### src/rtl/seg_pkg.sv
// Shared glyph constants and helpers for the 7-segment scan decoder.
// Segment patterns are active-low, bit order {g,f,e,d,c,b,a}.
package seg_pkg;

    localparam logic [3:0] INVALID = 4'hF;
    localparam logic [6:0] BLANK   = 7'h7F;

    localparam logic [6:0] GLYPH_0 = 7'h40;
    localparam logic [6:0] GLYPH_1 = 7'h79;
    localparam logic [6:0] GLYPH_2 = 7'h24;
    localparam logic [6:0] GLYPH_3 = 7'h30;
    localparam logic [6:0] GLYPH_4 = 7'h19;
    localparam logic [6:0] GLYPH_5 = 7'h12;
    localparam logic [6:0] GLYPH_6 = 7'h02;
    localparam logic [6:0] GLYPH_7 = 7'h78;
    localparam logic [6:0] GLYPH_8 = 7'h00;
    localparam logic [6:0] GLYPH_9 = 7'h10;

    function automatic logic [3:0] zero_count(input logic [7:0] a);
        logic [3:0] n;
        n = '0;
        for (int i = 0; i < 8; i++) n = n + {3'b000, ~a[i]};
        return n;
    endfunction

    function automatic logic [2:0] zero_pos(input logic [7:0] a);
        logic [2:0] p;
        p = '0;
        for (int i = 0; i < 8; i++) if (!a[i]) p = 3'(i);
        return p;
    endfunction

    // An unreadable digit poisons the whole two-digit value.
    function automatic logic [6:0] calc_time(input logic [3:0] tens,
                                             input logic [3:0] units);
        if (tens == INVALID || units == INVALID) return 7'd127;
        return 7'(tens) * 7'd10 + 7'(units);
    endfunction

endpackage

### src/rtl/seg_scan_decoder_if.sv
// Glyph lookup bundle between the scan decoder and the glyph table.
// master drives the segment pattern, slave returns code and invalid.
interface seg_scan_decoder_if;
    logic [6:0] seg;
    logic [3:0] code;
    logic       invalid;

    modport master (output seg, input code, input invalid);
    modport slave  (input seg, output code, output invalid);
endinterface

### src/rtl/seg_glyph_decode.sv
// Combinational 7-segment glyph to digit code lookup.
// Blank reads as 0; unknown patterns return INVALID.
module seg_glyph_decode
    import seg_pkg::*;
(
    seg_scan_decoder_if.slave glyph
);

    // Map each known segment pattern to its digit value
    always_comb begin
        glyph.code    = INVALID;
        glyph.invalid = 1'b0;
        unique case (glyph.seg)
            GLYPH_0, BLANK: glyph.code = 4'd0;
            GLYPH_1:        glyph.code = 4'd1;
            GLYPH_2:        glyph.code = 4'd2;
            GLYPH_3:        glyph.code = 4'd3;
            GLYPH_4:        glyph.code = 4'd4;
            GLYPH_5:        glyph.code = 4'd5;
            GLYPH_6:        glyph.code = 4'd6;
            GLYPH_7:        glyph.code = 4'd7;
            GLYPH_8:        glyph.code = 4'd8;
            GLYPH_9:        glyph.code = 4'd9;
            default: begin
                glyph.code    = INVALID;
                glyph.invalid = 1'b1;
            end
        endcase
    end

endmodule

### src/rtl/seg_scan_decoder.sv
// Recovers countdown values from a scanned 8-digit 7-segment display.
// Digits are debounced, collected per anode, and published per frame.
module seg_scan_decoder
    import seg_pkg::*;
#(
    parameter int STABLE_CYCLES  = 4,
    parameter int TIMEOUT_CYCLES = 65536
) (
    input  logic       clk,
    input  logic       Reset,
    input  logic [7:0] AN,
    input  logic [7:0] SIG_C,
    output logic [6:0] main_rest_time,
    output logic [6:0] sub_rest_time,
    output logic [3:0] state_code,
    output logic       frame_valid,
    output logic       frame_err,
    output logic       an_err,
    output logic       stale
);

    localparam logic [7:0]  STABLE = 8'(STABLE_CYCLES);
    localparam logic [20:0] TMO    = 21'(TIMEOUT_CYCLES);

    logic [7:0]  an_q, an_p, sig_q, sig_p;
    logic [7:0]  cnt, cnt_nxt;
    logic        same, fire, accept, reject, done;
    logic [3:0]  nzero;
    logic [2:0]  pos;
    logic [3:0]  digits [8];
    logic [7:0]  seen;
    logic        bad;
    logic [20:0] tcnt;

    seg_scan_decoder_if gl ();

    assign gl.seg = sig_q[6:0];

    seg_glyph_decode u_dec (.glyph(gl));

    // Input sample register plus the previous sample for run detection
    always_ff @(posedge clk or negedge Reset) begin
        if (!Reset) begin
            an_q  <= 8'hFF;
            sig_q <= 8'hFF;
            an_p  <= 8'hFF;
            sig_p <= 8'hFF;
        end else begin
            an_q  <= AN;
            sig_q <= SIG_C;
            an_p  <= an_q;
            sig_p <= sig_q;
        end
    end

    // Run length, fire once when a run first reaches the threshold
    always_comb begin
        same    = (an_q == an_p) && (sig_q == sig_p);
        cnt_nxt = 8'd1;
        if (same) cnt_nxt = (cnt == STABLE) ? STABLE : cnt + 8'd1;
        fire    = (cnt_nxt == STABLE) && (!same || cnt != STABLE);
        nzero   = zero_count(an_q);
        pos     = zero_pos(an_q);
        accept  = fire && (nzero == 4'd1);
        reject  = fire && (nzero > 4'd1);
        done    = (seen == 8'hFF);
    end

    // Stability counter register
    always_ff @(posedge clk or negedge Reset) begin
        if (!Reset) cnt <= '0;
        else        cnt <= cnt_nxt;
    end

    // Digit buffer and frame collection; a digit landing on the
    // completion cycle starts the next frame
    always_ff @(posedge clk or negedge Reset) begin
        if (!Reset) begin
            for (int i = 0; i < 8; i++) digits[i] <= '0;
            seen   <= '0;
            bad    <= 1'b0;
            an_err <= 1'b0;
        end else begin
            an_err <= reject;
            if (accept) digits[pos] <= gl.code;
            if (done) begin
                seen <= accept ? (8'h01 << pos) : 8'h00;
                bad  <= accept && gl.invalid;
            end else if (accept) begin
                seen <= seen | (8'h01 << pos);
                bad  <= bad | gl.invalid;
            end
        end
    end

    // Publish a completed frame
    always_ff @(posedge clk or negedge Reset) begin
        if (!Reset) begin
            main_rest_time <= '0;
            sub_rest_time  <= '0;
            state_code     <= '0;
            frame_valid    <= 1'b0;
            frame_err      <= 1'b0;
        end else begin
            frame_valid <= done;
            frame_err   <= done && bad;
            if (done) begin
                main_rest_time <= calc_time(digits[1], digits[0]);
                sub_rest_time  <= calc_time(digits[3], digits[2]);
                state_code     <= digits[4];
            end
        end
    end

    // Saturating age of the last frame drives the stale flag
    always_ff @(posedge clk or negedge Reset) begin
        if (!Reset) begin
            tcnt  <= '0;
            stale <= 1'b0;
        end else if (done) begin
            tcnt  <= '0;
            stale <= 1'b0;
        end else if (tcnt != TMO) begin
            tcnt  <= tcnt + 21'd1;
            stale <= (tcnt + 21'd1 == TMO);
        end
    end

endmodule

### config.mk
export PLATFORM = sky130hd
export DESIGN_NAME = seg_scan_decoder
export DESIGN_NICKNAME = d
export VERILOG_FILES = /design/src/rtl/seg_pkg.sv /design/src/rtl/seg_scan_decoder_if.sv /design/src/rtl/seg_glyph_decode.sv /design/src/rtl/seg_scan_decoder.sv
export SDC_FILE = /design/constraint.sdc
export NUM_CORES = 1
export LEC_CHECK = 0
export ABC_AREA = 0
export CAP_MARGIN = 10
export CORE_UTILIZATION = 45
export CTS_BUF_LIST = sky130_fd_sc_hd__clkbuf_16
export CTS_CLUSTER_SIZE = 10
export DETAILED_ROUTE_END_ITERATION = 6
export MAX_ROUTING_LAYER = met4
export PLACE_DENSITY = 0.61
export SETUP_SLACK_MARGIN = 0.3
export SYNTH_ARGS = -nofsm -noshare
export SYNTH_HDL_FRONTEND = slang
export SYNTH_HIERARCHICAL = 1
export SYNTH_SLANG_ARGS = --single-unit
### constraint.sdc
create_clock -name clk -period 5.1 [get_ports clk]
set_input_delay 0.765 -clock clk [delete_from_list [all_inputs] [get_ports clk]]
set_output_delay 0.765 -clock clk [all_outputs]
set_load 0.02 [all_outputs]
==> run_results.csv, run 1 <==
group,metric,value,unit
synthesis,netlist_area,5697,um2
global_route,overflow,0,
route,drt_wl_total,11220,um
timing,slew_headroom,0.2629,
synthesis,synth_top_area_frac,0.3514,
timing,tightest_slew,1095,ps
placement,gp_congestion,0.8307,
setup_path,max_stage_delay,570,ps
timing,finalCriticalPeriod,4670,ps
setup_path,critPathSlowestCell,"dfstp_2",
final_layout,syn2layout_area_growth,16.54,%
synthesis,synth-edff-count,0,
floorplanning,die_w,114.5,um
synthesis,synth_warnings,6,
floorplanning,start_util,0.4684,
setup_path,cp_num_buf_inv,2,
job,maxCapViolations,0,
final_layout,n_fill_cell,1051,
setup_path,path_cells,"inv_1 > fa_1 > fa_1 > fa_1 > ha_4 > fa_2 > nor4b_4 > a21oi_2 > a2111oi_4 > nand4_4 > a2111oi_4 > buf_4 > mux2_2",
timing,timing.final.crit_share,0.9157,
timing,setup_viol,0,
timing,tns,0,ps
setup_path,cp_top_family,"adder cells",
placement,postPlaceCellArea,6218,um2
timing,timing.hold.ws,377.5,ps
route,drtPass1Iterations,4,
cts,cts_tree,"built",
cts,holdBufCountCts,0,
setup_path,critPathMaxFanout,5,
cts,htree_levels,3,
global_route,first_global_vias,3787,
route,wl_per_cell,15.08,um
route,antenna_left,0,
synthesis,syn-num-nets,579,
route,via_per_inst,5.375,
final_layout,multi_input_area,2703,um2
setup_path,crit_type,"register to register",
cts,clock_sinks,112,
timing,slew_viol_final,0,
global_route,track_usage,0.1915,
pwr,power.density,275.2,nW/um2
cts,clock_latency,350,ps
pwr,p_leak,2.950,nW
synthesis,yosysSeqAreaShare,0.4990,
timing,hold_viol,0,
floorplanning,ios,40,
synthesis,synth_top_area_cell,"dfrtp_1",
timing,skew,5.580,ps
synthesis,synth_seq_cells,112,
final_layout,register_area,2843,um2
pwr,peakVddDrop,0.0002575,V
setup_path,r2r_slack,430,ps
final_layout,stdcell_area,6639,um2
timing,max_freq,214.1,MHz
setup_path,cpMostUsedCell,"fa_1",
global_route,grt_start_max_net_pins,75,
setup_path,critPathArrivalTime,4910,ps
final_layout,fin_nets,617,
synthesis,synth.area.top_cells,"dfrtp_1 (35%), dfstp_2 (15%), xnor2_1 (4.9%)",
floorplanning,num_rows,40,
route,vias,3999,
cts,cts_root_buf,"clkbuf_16",
status,status,"complete, no violations",
global_route,grt_pass1_wl,18750,um
placement,dp_hpwl,7905,um
synthesis,ys_types,60,
route,drc_errors,0,
route,drtIter0Drc,242,
global_route,antenna_found_initial,0,
setup_path,cp-end-kind,"register",
floorplanning,core,12160,um2
synthesis,synth_ff_type,"dfrtp_1",
synthesis,syn_inst,533,
setup_path,crit_required,5340,ps
cts,clockBufferDepth,2,
timing,rsz0062_at_grt,"false",
floorplanning,dieArea,13110,um2
pwr,report.power.total,1.827,mW
final_layout,diodes,0,
cts,cts_made_buffers,9,
final_layout,drive_above_1_share,0.1580,
worst_hold_path,holdCritPathClass,"register to register",
final_layout,layout_commonest_cell,"dfrtp_1",
synthesis,syn_area_per_cell,10.69,um2
floorplanning,die_y,114.5,um
cts,path_clk_slew,70,ps
final_layout,final_cell_mix,"dfrtp_1 (80), nor2_1 (52), nand2_1 (40), clkdlybuf4s50_1 (38)",
placement,portBuffers,39,
setup_path,cp-start-kind,"register",
synthesis,synthArstFlopShare,1.000,
==> per-stage QoR <==
stage	utilization	setup slack (ps)	std cells
5_1_grt	0.5459	336.6	744
6_report	0.5459	430.1	744
2_1_floorplan	-	516.9	533
3_5_place_dp	0.5113	102.4	722
3_3_place_gp	0.5113	248.5	722
4_1_cts	0.5402	307.1	739
==> synth_stat cells, types with 4 or more instances <==
cell type / number
dfrtp_1: 80
nor2_1: 52
nand2_1: 40
dfstp_2: 32
xnor2_1: 32
inv_1: 30
a21oi_1: 25
xor2_1: 23
ha_1: 20
nand4_1: 20
mux2_2: 19
nand3_1: 19
clkbuf_1: 13
nor3_1: 12
o21ai_0: 12
fa_1: 8
nor4_1: 7
a21o_1: 6
and3_1: 6
a31oi_1: 5
or3_1: 5
and3b_1: 4
==> flip-flops by register name, indices dropped and copies added, names as in the netlist <==
register / flops
an_err: 1
an_p: 8
an_q: 8
bad: 1
cnt: 8
digits: 20
frame_err: 1
frame_valid: 1
main_rest_time: 7
seen: 8
sig_p: 8
sig_q: 8
stale: 1
state_code: 4
sub_rest_time: 7
tcnt: 21
==> report_power, final <==
part,leakage [nW],total (mW),switching [mW],internal (mW)
combinational,1.36,0.144,0.0752,0.0684
sequential,1.44,0.928,0.0167,0.911
clock,0.158,0.756,0.338,0.417
total,2.95,1.83,0.430,1.40
==> cells by family (layout without fill, tap and decap cells) <==
kind of cell             after synthesis  in the layout  share of synthesized area
buffers and inverters                 51             94                    0.03646
multiplexers                          22             22                    0.04305
XOR/XNOR                              55             55                    0.08456
AO/OA/AOI/OAI                         73             73                    0.08851
AND/OR/NAND/NOR                      192            192                     0.1764
flip-flops                           112            112                     0.4990
adder cells (fa/ha/maj)               28             28                    0.07204
==> final timing paths <==
check                      depth (start not counted)          to  startpoint
hold / removal                                     0    sig_p[7]    sig_q[7]
setup reg to reg                                  13  digits[31]     an_q[4]
setup / recovery                                  13  digits[31]     an_q[4]
max in group asynchronous                          2     an_q[4]       Reset
min in group asynchronous                          1    tcnt[18]       Reset
hold reg to reg                                    0    sig_p[7]    sig_q[7]
==> metal layers <==
metal  vias to the layer above  wire length, um  GRT usage
met1                      1971             5479     0.2586
met4                         0              170    0.07446
li1                       1931                -          -
met2                        85             5213     0.2913
met5                         -                0          -
met3                        12              357    0.02912
==> what timing repair did <==
| item | CTS | global route |
|---|---|---|
| gates cloned | 0 | 0 |
| pin swaps | 1 | 6 |
| setup endpoints to repair | 16 | 16 |
| gates resized for setup | 4 | 6 |
| setup buffers | 1 | 4 |
==> worst reg2reg max path, delay by kind of cell (launching register included) <==
family          cells  cell delay, ps
buf+inv             2             300
compound gates      3             690
fa+ha+maj           5            2150
mux                 1             340
flops               1             570
simple gates        2             530
==> area by class of cell <==
cell class	instances	share of cell area
Multi-Input combinational cell	370	0.4071
Inverter	31	0.01753
Clock buffer	10	0.03769
Tap cell	168	0.03166
Timing Repair Buffer	47	0.06709
Clock inverter	6	0.01074
Sequential cell	112	0.4282
No activity file was read; power rests on OpenSTA's default activity.
==> run 2, diff against run 1 <==
--- a/config.mk
+++ b/config.mk
@@ -14,6 +14,7 @@
 export MAX_ROUTING_LAYER = met4
 export PLACE_DENSITY = 0.61
 export SETUP_SLACK_MARGIN = 0.3
+export SKIP_CTS_REPAIR_TIMING = 1
 export SYNTH_ARGS = -nofsm -noshare
 export SYNTH_HDL_FRONTEND = slang
 export SYNTH_HIERARCHICAL = 1
==> run_results.csv, run 2 (synthesis results as in run 1) <==
group,metric,value,unit
route,drtPass1Iterations,4,
worst_hold_path,hold_path_end,"sig_p[7]",
setup_path,r2r_cells,13,
setup_path,critPathMaxFanout,6,
placement,place_ws,102.4,ps
timing,tns,0,ps
global_route,track_usage,0.1907,
timing,slew_headroom,0.2723,
final_layout,layout_commonest_cell,"dfrtp_1",
cts,clockBufferDepth,2,
final_layout,stdcell_area,6589,um2
setup_path,cp-end-kind,"register",
cts,clock_sinks,112,
job,maxCapViolations,0,
setup_path,crit_required,5340,ps
placement,dp_cells,722,
final_layout,fin_nets,614,
worst_hold_path,hold_start,"sig_q[7]",
timing,max_freq,212.2,MHz
setup_path,critPathLaunch,"an_q[4]",
timing,hold_viol,0,
global_route,overflow,0,
setup_path,r2r_slack,390,ps
pwr,peakVddDrop,0.0002547,V
status,status,"complete, no violations",
setup_path,critPathArrivalTime,4950,ps
floorplanning,die_w,114.5,um
final_layout,largest-register,"tcnt",
route,drt_wl_total,11110,um
cts,path_clk_slew,70,ps
floorplanning,die_y,114.5,um
route,drtIter0Drc,292,
setup_path,crit_type,"register to register",
placement,postPlaceCellArea,6218,um2
floorplanning,core,12160,um2
setup_path,timing.rr.start,"an_q[4]",
pwr,report.power.total,1.802,mW
floorplanning,ios,40,
pwr,power.density,273.5,nW/um2
final_layout,syn2layout_area_growth,15.66,%
route,vias,3974,
timing,finalCriticalPeriod,4712,ps
global_route,first_global_vias,3773,
final_layout,diodes,0,
global_route,antenna_found_initial,0,
timing,finalWorstSetupSlack,388.5,ps
placement,gp_congestion,0.8307,
final_layout,largest_register_ffs,21,
cts,cts_root_buf,"clkbuf_16",
worst_hold_path,holdCritPathClass,"register to register",
timing,skew,5.943,ps
timing,setup_viol,0,
setup_path,cp-start-kind,"register",
cts,clock_latency,350,ps
route,drc_errors,0,
placement,dp_hpwl,7905,um
final_layout,final_cell_mix,"dfrtp_1 (80), nor2_1 (52), nand2_1 (40), clkdlybuf4s50_1 (38)",
final_layout,drive_above_1_share,0.1483,
floorplanning,start_util,0.4684,
cts,cts_made_buffers,9,
timing,slew_viol_final,0,
floorplanning,num_rows,40,
global_route,grt_start_max_net_pins,75,
final_layout,finalNonFillerCells,741,
cts,cts_tree,"built",
timing,timing.final.crit_share,0.9238,
worst_hold_path,whs_path_depth,0,
route,wl_per_cell,15.00,um
placement,portBuffers,39,
global_route,grt_pass1_wl,18660,um
final_layout,largestRegisters,"tcnt (21), digits (20)",
route,via_per_inst,5.363,
route,antenna_left,0,
pwr,p_leak,2.932,nW
floorplanning,dieArea,13110,um2
timing,rsz0062_at_grt,"false",
timing,tightest_slew,1082,ps
setup_path,r2r-end,"digits[31]",
cts,htree_levels,3,
==> run 2: final cells by class <==
type                       count  area, um2
fill                        1054       5573
sequential                   112       2843
multi-input combinational    370       2675
timing repair buffer          44      422.9
clock buffer                  10      250.2
tap                          168      210.2
inverter                      31      116.4
clock inverter                 6      71.32
==> run 2: where the power goes <==
part	switching, mW	internal (mW)
clock	0.337	0.417
combinational	0.0665	0.0527
sequential	0.0170	0.911
total	0.420	1.38
==> run 2: worst max path at each step <==
| stage | cells past startpoint | end |
|---|---|---|
| after global placement | 12 | digits[31] |
| final | 13 | digits[31] |
| after global routing | 13 | digits[31] |
| after floorplan | 12 | digits[28] |
| after detailed placement | 12 | digits[31] |
| after CTS | 12 | digits[31] |
==> run 2: critical path: stages (launching register included) <==
cell	delay, ps
dfstp_2	590
inv_1	110
fa_1	460
fa_1	550
fa_1	440
ha_1	240
fa_1	520
nor4b_2	250
a21oi_1	130
a2111oi_4	270
nand4_4	230
a2111oi_4	280
buf_4	200
mux2_2	330
==> run 2: through the flow <==
step | util | hold slack [ps]
after global placement | 0.5113 | 364.7
after detailed placement | 0.5113 | 369.0
after global routing | 0.5418 | 385.1
after CTS | 0.5378 | 380.0
after floorplan | - | 360.7
final | 0.5418 | 377.2
==> run 2: metal layers <==
| layer | share of wire | global-route usage | vias up |
|---|---|---|---|
| li1 | - | - | 1930 |
| met1 | 0.49 | 0.2572 | 1959 |
| met2 | 0.46 | 0.2901 | 70 |
| met3 | 0.032 | 0.02912 | 15 |
| met4 | 0.017 | 0.07446 | 0 |
| met5 | 0 | - | - |
==> run 3, diff against run 2 <==
--- a/config.mk
+++ b/config.mk
@@ -6,7 +6,7 @@
 export NUM_CORES = 1
 export LEC_CHECK = 0
 export ABC_AREA = 0
-export CAP_MARGIN = 10
+export CAP_MARGIN = 40
 export CORE_UTILIZATION = 45
 export CTS_BUF_LIST = sky130_fd_sc_hd__clkbuf_16
 export CTS_CLUSTER_SIZE = 10
==> run_results.csv, run 3 (synthesis results as in run 1) <==
group,metric,value,unit
status,status,"complete, no violations",
global_route,grt_start_max_net_pins,47,
global_route,grt_pass1_wl,18850,um
cts,cts_tree,"built",
floorplanning,die_w,114.5,um
route,wl_per_cell,14.98,um
placement,dp_cells,726,
global_route,first_global_vias,3751,
final_layout,utilization,0.5427,
timing,hold_viol,0,
setup_path,critPathArrivalTime,4850,ps
setup_path,cp-end-kind,"register",
final_layout,diodes,0,
cts,clock_latency,350,ps
cts,cts_root_buf,"clkbuf_16",
floorplanning,num_rows,40,
floorplanning,dieArea,13110,um2
setup_path,r2r_cells,13,
setup_path,cp-start-kind,"register",
final_layout,finalNonFillerCells,745,
pwr,p_leak,2.937,nW
timing,max_freq,216.7,MHz
pwr,report.power.total,1.707,mW
final_layout,fin_nets,618,
placement,dp_hpwl,8053,um
pwr,power.density,258.6,nW/um2
route,antenna_left,0,
timing,tns,0,ps
floorplanning,start_util,0.4684,
worst_hold_path,holdCritPathClass,"input pin to asynchronous set/reset pin",
placement,gp_congestion,0.8307,
final_layout,final_cell_mix,"dfrtp_1 (80), nor2_1 (52), nand2_1 (40), clkdlybuf4s50_1 (38)",
cts,clockBufferDepth,2,
route,drtPass1Iterations,5,
final_layout,largest_register_ffs,21,
job,maxCapViolations,0,
final_layout,layout_commonest_cell,"dfrtp_1",
cts,cts_made_buffers,9,
floorplanning,die_y,114.5,um
final_layout,syn2layout_area_growth,15.86,%
timing,finalCriticalPeriod,4614,ps
placement,portBuffers,39,
timing,skew,6.417,ps
timing,slew_viol_final,0,
floorplanning,ios,40,
pwr,peakVddDrop,0.0002540,V
cts,htree_levels,3,
route,vias,3996,
global_route,track_usage,0.1907,
floorplanning,core,12160,um2
setup_path,timing.rr.start,"an_q[4]",
final_layout,largestRegisters,"tcnt (21), digits (20)",
setup_path,critPathLaunch,"an_q[4]",
route,drt_wl_total,11160,um
setup_path,critPathMaxFanout,5,
timing,rsz0062_at_grt,"false",
cts,path_clk_slew,70,ps
global_route,antenna_found_initial,0,
timing,setup_viol,0,
final_layout,largest-register,"tcnt",
route,via_per_inst,5.364,
cts,clock_sinks,112,
setup_path,crit_type,"register to register",
route,drtIter0Drc,278,
timing,tightest_slew,736.5,ps
timing,timing.final.crit_share,0.9046,
setup_path,crit_required,5330,ps
global_route,overflow,0,
route,drc_errors,0,
final_layout,drive_above_1_share,0.1525,
timing,slew_headroom,0.5038,
run 3: per-layer routing:
metal	share of wire	wire length, um	global-route usage
met4	0.015	167	0.07013
met5	0	0	-
met1	0.49	5469	0.2623
met2	0.46	5188	0.2869
met3	0.030	336	0.02859
run 3: area by class of cell:
| class | instances | area (um2) |
|---|---|---|
| sequential | 112 | 2843 |
| multi-input combinational | 370 | 2675 |
| clock inverter | 7 | 45.04 |
| tap | 168 | 210.2 |
| timing repair buffer | 48 | 485.5 |
| inverter | 31 | 116.4 |
| clock buffer | 9 | 225.2 |
| fill | 1088 | 5562 |
run 3: path summary, 6_finish.rpt:
check	to	slack (ps)
setup / recovery	digits[31]	490
hold / removal	tcnt[18]	330
setup reg to reg	digits[31]	490
hold reg to reg	sig_p[7]	380
max in group asynchronous	sig_p[0]	3910
min in group clk	sig_p[7]	380
run 3: report_power, final:
part           total (mW)  switching, mW  internal [mW]
Combinational       0.123         0.0677         0.0555
Sequential          0.928         0.0167          0.911
Clock               0.656          0.324          0.332
run 3: critical path, cell delays in order, from the launching register on:
cell       delay (ps)
dfstp_2           580
inv_1             100
fa_1              460
fa_1              550
fa_1              430
ha_1              240
fa_1              500
nor4b_2           260
a21oi_1           130
a2111oi_4         260
nand4_4           220
a2111oi_4         230
buf_4             190
mux2_2            330
run 3: stage by stage:
step | instance area [um2] | hold WS [ps] | setup WS [ps]
finish | 6600 | 333.0 | 486.4
global route | 6600 | 371.4 | 350.4
CTS | 6549 | 346.9 | 119.8
detailed placement | 6279 | 367.6 | 169.6
global placement | 6218 | 364.7 | 248.5
floorplan | 5697 | 360.7 | 516.9
